--- config.mk ---
export PLATFORM = sky130hd
export DESIGN_NAME = alu_op_sequencer
export DESIGN_NICKNAME = d
export VERILOG_FILES = /design/src/rtl/alu_op_sequencer.sv
export SDC_FILE = /design/constraint.sdc
export NUM_CORES = 1
export LEC_CHECK = 0
export ABC_CLOCK_PERIOD_IN_PS = 1400
export BUFFER_PORTS_ARGS = -buffer_cell sky130_fd_sc_hd__buf_2
export CAP_MARGIN = 30
export CORE_UTILIZATION = 43
export CTS_BUF_LIST = sky130_fd_sc_hd__clkbuf_4
export DETAILED_ROUTE_END_ITERATION = 7
export GPL_TIMING_DRIVEN = 0
export PLACE_DENSITY = 0.77
export SLEW_MARGIN = 20
export SYNTH_ARGS = -nofsm -noshare
export SYNTH_HDL_FRONTEND = slang
export SYNTH_SLANG_ARGS = --single-unit
--- constraint.sdc ---
create_clock -name clk -period 1.4 [get_ports clk]
set_input_delay 0.28 -clock clk [delete_from_list [all_inputs] [get_ports clk]]
set_output_delay 0.28 -clock clk [all_outputs]
set_load 0.01 [all_outputs]
--- src/rtl/alu_op_sequencer.sv ---
// rtl/alu_op_sequencer.sv - round-robin sequencer sharing one accumulator ALU; optional ALU_SEQ_CTX_EN per-requester context
module alu_op_sequencer #(
    parameter int DATA_W  = 4,
    parameter int OP_W    = 2,
    parameter int NUM_REQ = 2
) (
    input  logic                      clk,
    input  logic                      RESET,
    input  logic [NUM_REQ-1:0]        req_valid,
    output logic [NUM_REQ-1:0]        req_ready,
    input  logic [NUM_REQ*OP_W-1:0]   req_op,
    input  logic [NUM_REQ*DATA_W-1:0] req_opnd,
    input  logic [NUM_REQ-1:0]        req_clr,
    output logic                      rsp_valid,
    input  logic                      rsp_ready,
    output logic                      rsp_id,
    output logic [DATA_W-1:0]         rsp_data,
    output logic [DATA_W-1:0]         alu_a,
    output logic [OP_W-1:0]           alu_inst,
    output logic                      alu_rst,
    input  logic [DATA_W-1:0]         alu_out,
    output logic                      busy
);

`ifdef ALU_SEQ_CTX_EN
    typedef enum logic [2:0] {S_IDLE, S_CLR, S_LOAD, S_EXEC, S_WB, S_RESP} state_t;
`else
    typedef enum logic [2:0] {S_IDLE, S_CLR, S_EXEC, S_WB, S_RESP} state_t;
`endif

    state_t              state;
    logic                last;
    logic                cur_id;
    logic [OP_W-1:0]     cur_op;
    logic [DATA_W-1:0]   cur_opnd;
    logic                grant_any;
    logic                grant_id;
`ifdef ALU_SEQ_CTX_EN
    logic                cur_clr;
    logic [DATA_W-1:0]   ctx [NUM_REQ];
`endif

    // With both requesting, the one not served last wins; otherwise whoever asks.
    always_comb begin
        grant_id = req_valid[1];
        if (req_valid[0] && req_valid[1]) begin
            grant_id = ~last;
        end
    end

    assign grant_any = (state == S_IDLE) && (|req_valid);

    always_comb begin
        req_ready = '0;
        if (grant_any) begin
            req_ready[grant_id] = 1'b1;
        end
    end

    always_ff @(posedge clk or posedge RESET) begin
        if (RESET) begin
            state     <= S_IDLE;
            last      <= 1'b1;
            cur_id    <= 1'b0;
            cur_op    <= '0;
            cur_opnd  <= '0;
            rsp_valid <= 1'b0;
            rsp_id    <= 1'b0;
            rsp_data  <= '0;
`ifdef ALU_SEQ_CTX_EN
            cur_clr   <= 1'b0;
            for (int i = 0; i < NUM_REQ; i++) begin
                ctx[i] <= '0;
            end
`endif
        end else begin
            case (state)
                S_IDLE: begin
                    if (grant_any) begin
                        last     <= grant_id;
                        cur_id   <= grant_id;
                        cur_op   <= req_op[grant_id*OP_W +: OP_W];
                        cur_opnd <= req_opnd[grant_id*DATA_W +: DATA_W];
`ifdef ALU_SEQ_CTX_EN
                        cur_clr  <= req_clr[grant_id];
                        state    <= S_CLR;
`else
                        state    <= req_clr[grant_id] ? S_CLR : S_EXEC;
`endif
                    end
                end
                S_CLR: begin
`ifdef ALU_SEQ_CTX_EN
                    // A cleared context is already what the accumulator holds.
                    state <= cur_clr ? S_EXEC : S_LOAD;
`else
                    state <= S_EXEC;
`endif
                end
`ifdef ALU_SEQ_CTX_EN
                S_LOAD: state <= S_EXEC;
`endif
                S_EXEC: state <= S_WB;
                S_WB: begin
                    rsp_data <= alu_out;
                    rsp_id   <= cur_id;
`ifdef ALU_SEQ_CTX_EN
                    ctx[cur_id] <= alu_out;
`endif
                    state    <= S_RESP;
                end
                S_RESP: begin
                    if (!rsp_valid) begin
                        rsp_valid <= 1'b1;
                    end else if (rsp_ready) begin
                        rsp_valid <= 1'b0;
                        state     <= S_IDLE;
                    end
                end
                default: state <= S_IDLE;
            endcase
        end
    end

    // The ALU clocks every cycle, so every other state must present add-0.
    always_comb begin
        alu_a    = '0;
        alu_inst = '0;
        case (state)
            S_EXEC: begin
                alu_a    = cur_opnd;
                alu_inst = cur_op;
            end
`ifdef ALU_SEQ_CTX_EN
            S_LOAD: alu_a = ctx[cur_id];
`endif
            default: ;
        endcase
    end

    assign alu_rst = RESET | (state == S_CLR);
    assign busy    = (state != S_IDLE);

endmodule
# Word-level counts from Yosys, hierarchy flattened

Index checks and enable logic that the tools add are counted.

$lt $le $gt $ge: 2
Equal/unequal tests: 7
Shifts and indexed selects: 2
Muxes and demuxes: 15
Bitwise gates (word level): 2
Reduce and logical (&&, ||, !) cells: 8

Operators with widths:

| kind                 | number |
|---|---|
| $pmux W3 S5          | 1 |
| $mux W3              | 3 |
| $shiftx A8 B4 Y4     | 1 |
| $eq A3 B2 Y1 const B | 2 |
| $mux W1              | 6 |
| $mux W2              | 3 |
| $ne A2 B2 Y1 const B | 3 |
| $mux W4              | 1 |
| $shiftx A4 B3 Y2     | 1 |
| $eq A3 B1 Y1 const B | 1 |
| $eq A3 B3 Y1 const B | 1 |
| $logic_and A1 B1 Y1  | 3 |
| $logic_not A3 Y1     | 1 |
| $reduce_and A3 Y1    | 1 |
| $reduce_bool A3 Y1   | 1 |
| $lt A1 B2 Y1 const B | 1 |
| $reduce_and A2 Y1    | 1 |
| $reduce_or A2 Y1     | 1 |
| $demux W1 S1         | 1 |
| $ge A1 B1 Y1 const B | 1 |
| $not A1 Y1           | 1 |
| $or A1 B1 Y1         | 1 |

Register bits: 17
Output and inout bits: 16
Logic and storage cells: 44

# Logic depth before layout (Yosys ltp)

Depth in word-level cells: 7
Mapped depth: 5
Depth with buffers taken out: 3

# Worst setup path after synthesis

No wires, ideal clock.

Kind: flip-flop to flip-flop
From: register state[1]
To: register cur_op[0]
Setup time: 126 ps
Arrival: 1242 ps
Setup slack: 32 ps
Cell stages (with the launch flop): 5
Cells stage by stage: dfrtp_1 > buf_4 > nor3_4 > o21ai_2 > a221o_1

Longest elaborated chain between the ends: 3

RTL lines:

| what                          | line   | text |
|---|---|---|
| from (decl)                   | 31     | `state_t state;` |
| from (signal assigned)        | 88     | `state <= req_clr[grant_id] ? S_CLR : S_EXEC;` |
| $logic_not A3 Y1 *            | 51, 77 |  |
| $logic_and A1 B1 Y1           | 51     | `assign grant_any = (state == S_IDLE) && (\|req_valid);` |
| $reduce_and A2 Y1 (no line) * | n/a    |  |
| to (signal assigned)          | 82     | `cur_op <= req_op[grant_id*OP_W +: OP_W];` |
| to (decl)                     | 34     | `logic [OP_W-1:0] cur_op;` |

Every way passes the cells marked *; elsewhere a longest branch is shown, timed or not.
A chain may end at the register's enable or synchronous reset.

# Final worst setup path

From: register state[0]
To: output req_ready[0]

Longest elaborated chain between the ends: 3

RTL lines:

| what                | line | text |
|---|---|---|
| $logic_not A3 Y1    | 51   |  |
| $logic_and A1 B1 Y1 | 51   |  |
| $mux W2             | 55   | `if (grant_any) begin` |
| to (decl)           | 10   | `output logic [NUM_REQ-1:0] req_ready,` |

No other way between the ends.

==> metrics <==
delay-heaviest family, CP=simple AND/OR/NAND/NOR gates; cell count after synthesis=73; syn avg cell area=around 12 um2; mapped cell area=~850 um2; worst-case clock skew=3.71 ps; I/O pins=39; Final Cycle Share=1.15; reg2reg setup slack=-80 ps; routability cong.=0.712; Fillers=approximately 150; post-detail-place hpwl=~1300 um; Reg power frac=0.363; vias per cell=roughly 5.3; Psw=about 960 uW; Initial DRC Count=9; antenna-violating nets left=0; vias in the first global route=about 720; Residual DRC=0; max-slew violations=0; register bit total from synthesis=17; # H-tree levels=1; final wirelength=between 1500 and 2000 um; crit path max fanout=4; Int Pwr=roughly 1.7 mW; WP depth=3; initial antenna violation count=0; Worst Reg-to-Reg Cells=4; Slew HR=0.566; crit path DAT=1330 ps; Post-CTS Hold Fix Bufs=0; CTS tree=yes; Worst Max-Slew Pin Slew=between 600 and 700 ps; highest-delay cell along the critical path=dfrtp_2; Port Buffer Count=38; status=complete, but fails checks; Die Wd=about 46 um; register area share after synthesis=0.503; CP Capture Type=primary output; RSZ-0062 raised after global routing=true; P&R area growth vs syn=43.5%; critical path launch point=state[0]; Tmin final=around 1600 ps; clock latency on the worst-skew pair=between 200 and 300 ps; failing checks=negative setup slack; die height=approximately 46 um; Initial Util=0.476; number of buffers created by CTS=3; switch share=0.363; synth warn=0; fin nets=between 100 and 150; Root Driver=clkbuf_4; peak supply drop=slightly below 1 mV; Leak=about 0.63 nW; Critical Path End=req_ready[0]; Mapped Nets=96; CP peak stage delay=around 460 ps; register area=430 um2; Final Setup Violations=20; critical path launch point type=register; vias=774; Antenna Cells=0; Gate power share=0.541; worst r2r dst=cur_opnd[0]; reg2reg start=state[0]; Max-Cap Viols=0; largest net degree at the start of global routing=19; HP Class=input port to asynchronous set/reset pin; Max Clk Rate=a little over 600 MHz; core area=about 1800 um2; clock tree buffer depth=2; Netlist cell types=28; Worst Slack Setup Final=-215 ps; Final Hold Vio Count=0; first-pass GRT wire length=2900 um; layout cells sized above 1=0.582; Finished Core Util=0.683; row count=15; area taken by multi-input logic gates=around 430 um2; Worst Path Buf+Inv=1; CP cell instances=nor3_4 -> and3_4 -> buf_6; Place WS=-234 ps; Tot GR Track Use=0.191; Worst-path clk slew=about 100 ps; Pwr Density=approximately 2200 nW/um2; drt first pass iters=4; WS Path Type=register to primary output; # clock sinks=17; clock power share=0.096; full die area=around 2200 um2; global route overflow=0; DR WL/cell=about 13 um; Worst EP required=about 1100 ps
[power by group through the flow]
stage          combinational, mW  sequential (mW)  clock (mW)
2_1_floorplan              0.776            0.917           0
3_3_place_gp                1.12            0.893           0
3_5_place_dp                1.15            0.909           0
4_1_cts                     1.28            0.947       0.266
5_1_grt                     1.57            0.996       0.283
6_report                    1.43            0.960       0.253
[layer usage]
layer	GRT usage	routed length (um)
met2	0.347	997
met5	0	0
met3	0.0157	48
met1	0.209	827
met4	0.118	18
[state kept, by name (all words and copies together) (netlist names)]
signal / count
last: 1
cur_op: 2
rsp_id: 1
rsp_data: 4
state: 3
cur_id: 1
rsp_valid: 1
cur_opnd: 4
[Yosys cell counts (all sizes together)]
cell / instances / area (um2)
and3: 7 / 43.8
a2111oi: 1 / 15.0
dfstp: 1 / 26.3
nor3b: 1 / 7.51
buf: 3 / 23.8
or2b: 1 / 7.51
nand2b: 2 / 12.5
nand2: 1 / 3.75
nor3: 2 / 21.3
o21ai: 3 / 18.8
inv: 4 / 15.0
a21boi: 1 / 11.3
a21oi: 3 / 15.0
and4b: 1 / 10.0
a21o: 2 / 15.0
nand3b: 1 / 7.51
a221o: 6 / 60.1
dfrtp: 16 / 400
a31oi: 1 / 6.26
a221oi: 1 / 8.76
and2: 8 / 50.1
mux2: 5 / 56.3
o31a: 1 / 8.76
nor2: 1 / 3.75
[how the worst min path moves through the flow]
stage	start	end
final	RESET	rsp_id
after CTS	RESET	rsp_id
after detailed placement	RESET	cur_opnd[1]
after global placement	RESET	cur_op[0]
after floorplan	RESET	cur_id
after global routing	RESET	rsp_id
[kinds of logic (layout without fill, tap and decap cells)]
family	after synthesis	in the layout	share of synthesized area
buffers and inverters	7	56	0.0457
and+or+nand+nor	25	25	0.198
DFF	17	17	0.503
muxes	5	5	0.0664
AOI/OAI and AO/OA	19	19	0.187
[stage by stage]
step	total power [mW]	TNS (ps)	instances	area [um2]	hold WS, ps
CTS	2.49	-2720	145	1170	69.0
detailed placement	2.06	-2560	136	1070	387
global route	2.85	-3720	147	1220	109
floorplan	1.69	0	73	848	211
global placement	2.02	-2190	136	1070	390
finish	2.64	-2310	147	1220	67.0
[cell usage in the layout (no fill, tap or decap), drive strengths merged]
master / instances
buf: 48
clkinv: 1
nand3b: 1
a221oi: 1
o31a: 1
inv: 4
nand2b: 2
a31oi: 1
o21ai: 3
dfstp: 1
nor3: 2
dfrtp: 16
nor3b: 1
and2: 8
and4b: 1
a21boi: 1
clkbuf: 3
nand2: 1
and3: 7
a2111oi: 1
nor2: 1
a21oi: 3
or2b: 1
a21o: 2
a221o: 6
mux2: 5
[cell type report]
type,instances,share of cell area
Clock buffer,3,0.0185
Clock inverter,1,0.00411
Inverter,4,0.0123
Multi-Input combinational cell,49,0.351
Sequential cell,17,0.354
Tap cell,25,0.0257
Timing Repair Buffer,48,0.234
[timing repair]
action                                  CTS  global route
gates resized for setup                   8             9
hold endpoints to repair                  0             0
pin swaps                                 4             8
endpoints found under the setup margin   16            22
buffers inserted                          7             3
Power figures use the tool's default switching activity.
